==> src/rtl/jtag_types_pkg.sv <==
// Shared TAP state encoding, instruction opcodes and IR constants.
// IDCODE_EN selects whether the IDCODE instruction exists (reset instruction IDCODE vs BYPASS).
package jtag_types_pkg;

    localparam int IR_WIDTH = 4;

    typedef enum logic [3:0] {
        TLR,
        RTI,
        SELECT_DR,
        CAPTURE_DR,
        SHIFT_DR,
        EXIT1_DR,
        PAUSE_DR,
        EXIT2_DR,
        UPDATE_DR,
        SELECT_IR,
        CAPTURE_IR,
        SHIFT_IR,
        EXIT1_IR,
        PAUSE_IR,
        EXIT2_IR,
        UPDATE_IR
    } tap_state_t;

    localparam logic [IR_WIDTH-1:0] EXTEST         = 4'h0;
    localparam logic [IR_WIDTH-1:0] SAMPLE_PRELOAD = 4'h1;
    localparam logic [IR_WIDTH-1:0] IDCODE         = 4'h2;
    localparam logic [IR_WIDTH-1:0] BYPASS         = 4'hF;

    // The two LSBs 01 are what a board-level tester expects to see on an IR capture.
    localparam logic [IR_WIDTH-1:0] IR_CAPTURE_VAL = 4'b0101;

`ifdef IDCODE_EN
    localparam logic [IR_WIDTH-1:0] IR_RESET_VAL = IDCODE;
`else
    localparam logic [IR_WIDTH-1:0] IR_RESET_VAL = BYPASS;
`endif

endpackage

==> src/rtl/tap_fsm.sv <==
// 16-state IEEE 1149.1 TAP state machine; one transition per TCK rising edge on TMS.
// TRST is synchronous and active-high, and forces TEST_LOGIC_RESET.
module tap_fsm
    import jtag_types_pkg::*;
(
    input  logic       TCK,
    input  logic       TRST,
    input  logic       TMS,
    output tap_state_t state
);

    tap_state_t state_q;
    tap_state_t state_d;

    always_comb begin
        // NOTE: default first so every path assigns state_d and no latch is inferred.
        state_d = state_q;
        unique case (state_q)
            TLR:        state_d = TMS ? TLR       : RTI;
            RTI:        state_d = TMS ? SELECT_DR : RTI;
            SELECT_DR:  state_d = TMS ? SELECT_IR : CAPTURE_DR;
            CAPTURE_DR: state_d = TMS ? EXIT1_DR  : SHIFT_DR;
            SHIFT_DR:   state_d = TMS ? EXIT1_DR  : SHIFT_DR;
            EXIT1_DR:   state_d = TMS ? UPDATE_DR : PAUSE_DR;
            PAUSE_DR:   state_d = TMS ? EXIT2_DR  : PAUSE_DR;
            EXIT2_DR:   state_d = TMS ? UPDATE_DR : SHIFT_DR;
            UPDATE_DR:  state_d = TMS ? SELECT_DR : RTI;
            SELECT_IR:  state_d = TMS ? TLR       : CAPTURE_IR;
            CAPTURE_IR: state_d = TMS ? EXIT1_IR  : SHIFT_IR;
            SHIFT_IR:   state_d = TMS ? EXIT1_IR  : SHIFT_IR;
            EXIT1_IR:   state_d = TMS ? UPDATE_IR : PAUSE_IR;
            PAUSE_IR:   state_d = TMS ? EXIT2_IR  : PAUSE_IR;
            EXIT2_IR:   state_d = TMS ? UPDATE_IR : SHIFT_IR;
            UPDATE_IR:  state_d = TMS ? SELECT_DR : RTI;
            default:    state_d = TLR;
        endcase
    end

    // NOTE: non-blocking assignment for all clocked state so every flop samples pre-edge values.
    always_ff @(posedge TCK) begin
        if (TRST) state_q <= TLR;
        else      state_q <= state_d;
    end

    assign state = state_q;

endmodule

==> src/rtl/jtag_tap_ctrl.sv <==
// TAP controller top: IR, BYPASS and IDCODE data registers, instruction decode, TDO mux.
// Define IDCODE_EN to include the IDCODE register; otherwise opcode 4'h2 behaves as BYPASS.
module jtag_tap_ctrl
    import jtag_types_pkg::*;
#(
    parameter logic [31:0] IDCODE_VAL = 32'h1000_0001
) (
    input  logic                TCK,
    input  logic                TRST,
    input  logic                TMS,
    input  logic                TDI,
    input  logic                bsr_tdo,
    output logic                TDO,
    output logic                tdo_en,
    output logic                dr_capture,
    output logic                dr_shift,
    output logic                dr_update,
    output logic                bsr_select,
    output logic                mode,
    output logic                tlr_reset,
    output logic [IR_WIDTH-1:0] ir_out
);

    if (IDCODE_VAL[0] != 1'b1) begin : g_bad_idcode
        $error("IDCODE_VAL bit 0 must be 1");
    end

    tap_state_t state;

    tap_fsm u_tap_fsm (
        .TCK   (TCK),
        .TRST  (TRST),
        .TMS   (TMS),
        .state (state)
    );

    logic [IR_WIDTH-1:0] ir_shift_q, ir_shift_d;
    logic [IR_WIDTH-1:0] ir_out_q,   ir_out_d;
    logic                bypass_q,   bypass_d;

    logic sel_extest, sel_sample, sel_idcode, sel_bypass;

    assign sel_extest = (ir_out_q == EXTEST);
    assign sel_sample = (ir_out_q == SAMPLE_PRELOAD);
`ifdef IDCODE_EN
    assign sel_idcode = (ir_out_q == IDCODE);
`else
    assign sel_idcode = 1'b0;
`endif
    assign sel_bypass = !(sel_extest || sel_sample || sel_idcode);

    always_comb begin
        ir_shift_d = ir_shift_q;
        ir_out_d   = ir_out_q;
        bypass_d   = bypass_q;
        case (state)
            TLR:        ir_out_d   = IR_RESET_VAL;
            CAPTURE_IR: ir_shift_d = IR_CAPTURE_VAL;
            SHIFT_IR:   ir_shift_d = {TDI, ir_shift_q[IR_WIDTH-1:1]};
            UPDATE_IR:  ir_out_d   = ir_shift_q;
            CAPTURE_DR: if (sel_bypass) bypass_d = 1'b0;
            SHIFT_DR:   bypass_d   = TDI;
            default:    ;
        endcase
    end

    always_ff @(posedge TCK) begin
        if (TRST) begin
            ir_shift_q <= IR_CAPTURE_VAL;
            ir_out_q   <= IR_RESET_VAL;
            bypass_q   <= 1'b0;
        end else begin
            ir_shift_q <= ir_shift_d;
            ir_out_q   <= ir_out_d;
            bypass_q   <= bypass_d;
        end
    end

`ifdef IDCODE_EN
    logic [31:0] idcode_q, idcode_d;

    always_comb begin
        idcode_d = idcode_q;
        if (sel_idcode) begin
            if (state == CAPTURE_DR)    idcode_d = IDCODE_VAL;
            else if (state == SHIFT_DR) idcode_d = {TDI, idcode_q[31:1]};
        end
    end

    always_ff @(posedge TCK) begin
        if (TRST) idcode_q <= IDCODE_VAL;
        else      idcode_q <= idcode_d;
    end

    logic idcode_tdo;
    assign idcode_tdo = idcode_q[0];
`else
    logic idcode_tdo;
    assign idcode_tdo = 1'b0;
`endif

    // DR chain selection follows the updated instruction, so it holds steady through a DR scan.
    always_comb begin
        TDO = 1'b0;
        if (state == SHIFT_IR) begin
            TDO = ir_shift_q[0];
        end else if (state == SHIFT_DR) begin
            if (bsr_select)      TDO = bsr_tdo;
            else if (sel_idcode) TDO = idcode_tdo;
            else                 TDO = bypass_q;
        end
    end

    assign tdo_en     = (state == SHIFT_DR) || (state == SHIFT_IR);
    assign dr_capture = (state == CAPTURE_DR);
    assign dr_shift   = (state == SHIFT_DR);
    assign dr_update  = (state == UPDATE_DR);
    assign tlr_reset  = (state == TLR);
    assign bsr_select = sel_extest || sel_sample;
    assign mode       = sel_extest;
    assign ir_out     = ir_out_q;

endmodule

==> config.mk <==
export PLATFORM = sky130hd
export DESIGN_NAME = jtag_tap_ctrl
export DESIGN_NICKNAME = d
export VERILOG_FILES = /design/src/rtl/jtag_types_pkg.sv /design/src/rtl/tap_fsm.sv /design/src/rtl/jtag_tap_ctrl.sv
export SDC_FILE = /design/constraint.sdc
export NUM_CORES = 1
export LEC_CHECK = 0
export BUFFER_PORTS_ARGS = -buffer_cell sky130_fd_sc_hd__buf_2
export CORE_MARGIN = 2
export CORE_UTILIZATION = 30
export CTS_BUF_LIST = sky130_fd_sc_hd__clkbuf_4 sky130_fd_sc_hd__clkbuf_8
export CTS_CLUSTER_DIAMETER = 40
export DETAILED_ROUTE_END_ITERATION = 8
export RECOVER_POWER = 50
export SYNTH_ARGS = -nofsm -noshare
export SYNTH_HDL_FRONTEND = slang
export SYNTH_SLANG_ARGS = --single-unit
==> constraint.sdc <==
create_clock -name TCK -period 1.5 [get_ports TCK]
set_clock_uncertainty 0.1 [all_clocks]
set_input_delay 0.075 -clock TCK [delete_from_list [all_inputs] [get_ports TCK]]
set_output_delay 0.075 -clock TCK [all_outputs]
set_load 0.05 [all_outputs]
==> flow_metrics.env <==
export IMPL_critical_path_n_buffers_inverters=1
export IMPL_syn_to_final_growth_pct=43.28
export IMPL_detailed_placer_s_ending_hpwl_um=1284
export IMPL_dr_first_iter_drc_count=13
export IMPL_synth_compound_area_share_pct=23.22
export IMPL_grt_overflow_total=0
export IMPL_worst_setup_path_end_kind="output pin"
export IMPL_synthesis_nets=99
export IMPL_hold_violations=0
export IMPL_clock_tree_buffer_depth=2
export IMPL_r2r_worst_path_cells=5
export IMPL_cpLargestDelayFamily="simple AND/OR/NAND/NOR gates"
export IMPL_ys_types=36
export IMPL_seq_cells_post_synth=13
export IMPL_setup_ws_pre_cts_ns=0.03125
export IMPL_design_final_nets=125
export IMPL_rows=18
export IMPL_fin_worst_hold_slack_ns=0.1361
export IMPL_main_combinational_cell_family_by_area_after_synthesis="simple AND/OR/NAND/NOR gates"
export IMPL_area_of_the_multi_input_gates_um2=515.5
export IMPL_achievable_frequency_ghz=0.6064
export IMPL_detailedRoute_firstPassIterationCount=4
export IMPL_yosys_area_share_xor_xnor_pct=1.161
export IMPL_die_area_um2=2932
export IMPL_drive_gt1_share_pct=38.66
export IMPL_start_util_pct=31.02
export IMPL_clock_network_latency_to_the_later_pin_of_the_worst_skew_pair_ns=0.27
export IMPL_sequential_cell_area_um2=264.0
export IMPL_violations="setup timing"
export IMPL_synth_async_reset_ratio_pct=0
export IMPL_synth_area_per_cell_um2=8.026
export IMPL_dr_total_vias=776
export IMPL_cts_made_buffers=3
export IMPL_final_min_period_over_clock_period_pct=109.9
export IMPL_irDropWorstVdd_v=0.0003072
export IMPL_powerDensity_nw_per_um2=745.2
export IMPL_via_count_of_the_first_global_routing_pass=656
export IMPL_filler_cell_count=240
export IMPL_final_routed_wire_length_divided_by_cell_count_um=11.91
export IMPL_synth_enable_flop_cells=0
export IMPL_overall_power_consumption_mw=0.8056
export IMPL_min_path_cells=3
export IMPL_number_of_max_slew_violations_in_the_final_report=0
export IMPL_postRouteWirelength_um=1774
export IMPL_grt_use_total_pct=13.28
export IMPL_layout_min_cycle_time_ns=1.649
export IMPL_critical_path_class="reg2out"
export IMPL_worst_path_max_delay_cell="sky130_fd_sc_hd__or4b_4"
export IMPL_grt_start_max_net_pins=18
export IMPL_post_synth_mux_area_share_pct=1.327
export IMPL_num_io_pins=17
export IMPL_cpPeakStageDelay_ns=0.58
export IMPL_crit_path_cell_trace="or4b_4, o2bb2ai_4, buf_6"
export IMPL_cts_num_sinks=13
export IMPL_coreArea_um2=2432
export IMPL_ctsHtreeMaxLevel=1
export IMPL_cts_tree="built"
export IMPL_grt_antenna_before_repair=0
export IMPL_diodes=0
export IMPL_yosys_most_used_dff="sky130_fd_sc_hd__dfxtp_1"
export IMPL_post_synth_and_or_nand_nor_area_fraction_pct=31.67
export IMPL_timing_worst_slew_pin_value_ns=0.5919
export IMPL_synth_fa_ha_area_share_pct=0
export IMPL_run_status="finished with violations"
export IMPL_detail_route_drc_violations=0
export IMPL_cts_clk_slew_worst_paths_ns=0.08
export IMPL_synth_area_um2=754.5
export IMPL_final_critical_path_setup_slack_ns=-0.1490
export IMPL_setup_viol=5
export IMPL_timing_max_slew_rel_slack_pct=60.71
export IMPL_cap_viol_max_count=0
export IMPL_grt_pass1_wl_um=2829
export IMPL_p_leak_nw=0.3879
export IMPL_cp_data_arrival_time_ns=1.47
export IMPL_chipHeight_um=54.15
export IMPL_synth_yosys_seq_area_share_pct=34.49
export IMPL_die_w_um=54.15
export IMPL_gp_congestion=0.7544
export IMPL_synth_warnings=0
export IMPL_grt_setup_unrepaired="true"
export IMPL_synth_cells=94
export IMPL_cts_root_buffer_cell="sky130_fd_sc_hd__clkbuf_4"
export IMPL_vias_per_cell=5.208
export IMPL_min_path_type="in2reg"
export IMPL_worst_endpoint_required_ns=1.32
export IMPL_placement_io_buffers=16
export IMPL_cp_depth=3
export IMPL_worst_setup_path_start_kind="register"
export IMPL_crit_path_max_fanout=4
export IMPL_antenna_violating_nets_post_route=0
-- repair_timing --
item,CTS,global route
buffers inserted,1,2
endpoints found under the setup margin,6,6
endpoints found under the hold margin,2,0
pin swaps,3,2
resized for setup,14,7
hold buffers,2,0
-- cell usage after synthesis (2+ instances only) --
master	number	area, um2
sky130_fd_sc_hd__a21oi_1	6	30.03
sky130_fd_sc_hd__nor2_1	10	37.54
sky130_fd_sc_hd__nand3b_1	3	22.52
sky130_fd_sc_hd__buf_2	3	15.01
sky130_fd_sc_hd__nand2b_1	4	25.02
sky130_fd_sc_hd__inv_1	3	11.26
sky130_fd_sc_hd__a221oi_1	2	17.52
sky130_fd_sc_hd__nand3_1	4	20.02
sky130_fd_sc_hd__buf_4	2	15.01
sky130_fd_sc_hd__nor2b_1	2	12.51
sky130_fd_sc_hd__nor3_1	8	40.04
sky130_fd_sc_hd__nand2_1	5	18.77
sky130_fd_sc_hd__o21ai_1	6	30.03
sky130_fd_sc_hd__dfxtp_1	13	260.3
sky130_fd_sc_hd__o21ai_0	2	10.01
-- per-stage QoR --
stage | std cells | TNS (ns) | area [um2] | util, %
after floorplan | 94 | -0.3926 | 814.5 | -
after global placement | 140 | 0 | 935.9 | 38.48
after detailed placement | 140 | 0 | 935.9 | 38.48
after CTS | 147 | -0.4905 | 1035 | 42.54
after global routing | 149 | -1.111 | 1081 | 44.44
final | 149 | -0.3979 | 1081 | 44.44
-- cell type report --
| class | count | area share, % |
|---|---|---|
| clock buffers | 3 | 2.083 |
| clock inverters | 1 | 0.4630 |
| inverters | 5 | 1.852 |
| multi-input cells | 70 | 47.69 |
| flip-flops and latches | 13 | 24.42 |
| well taps | 30 | 3.472 |
| repair buffers | 27 | 20.02 |
-- path summary, 6_finish.rpt --
check                                                      to  slack, ns                     startpoint
worst max-delay path                                      TDO      -0.15  u_tap_fsm.state[0]$_SDFF_PP0_
worst max register to register         ir_out[1]$_SDFFE_PP1P_       0.01  u_tap_fsm.state[3]$_SDFF_PP0_
worst min-delay path            u_tap_fsm.state[1]$_SDFF_PP0_       0.14                            TMS
worst min register to register     ir_shift_q[3]$_SDFFE_PP0P_       0.38     ir_shift_q[3]$_SDFFE_PP0P_
-- layout by cell type (no fill, tap or decap), drive strengths merged --
cell type | netlist | final
nor2 | 10 | 10
or2 | 1 | 1
clkinv | 1 | 2
buf | 6 | 19
mux2i | 1 | 1
nand2b | 4 | 4
inv | 4 | 4
nor2b | 2 | 2
and3b | 1 | 1
clkbuf | 0 | 9
dlygate4sd3 | 0 | 2
nor3 | 8 | 8
or4b | 1 | 1
nand3b | 3 | 3
nand3 | 4 | 4
xnor2 | 1 | 1
nand2 | 5 | 5
a2111oi | 2 | 2
and4 | 1 | 1
a21oi | 7 | 7
o21ai | 8 | 8
o311ai | 1 | 1
nor4 | 2 | 2
o2111a | 1 | 1
a311oi | 1 | 1
o22ai | 1 | 1
nand4 | 1 | 1
o2bb2ai | 1 | 1
a221oi | 2 | 2
o32a | 1 | 1
dfxtp | 13 | 13
-- registers in the layout, indices dropped and copies added, names as in the netlist --
signal / cells
ir_shift_q: 4
ir_out: 4
u_tap_fsm.state: 4
bypass_q: 1
-- where the power goes --
part | switching (mW) | internal [mW]
sequential | 0.00507 | 0.354
combinational | 0.135 | 0.0967
clock | 0.117 | 0.0987
-- worst register-to-register path, delay by kind of cell, from the launching register on --
family                 cells  cell delay [ns]
AO/OA/AOI/OAI              1             0.12
buffers and inverters      2             0.44
flip-flops                 1             0.34
AND/OR/NAND/NOR            2             0.41
-- logic make-up after synthesis --
kind of cell | count (synthesis)
simple gates | 43
buf+inv | 11
xor+xnor | 1
mux | 1
compound gates | 25
flops | 13
-- metal layers --
metal / wire length [um] / GRT usage, % / part of all wire (%)
met1: 839 / 16.64 / 47
met2: 861 / 22.29 / 49
met3: 51 / 1.667 / 2.9
met4: 21 / 6.250 / 1.2
met5: 0 / 0 / 0
(Power assumes the default switching activity.)
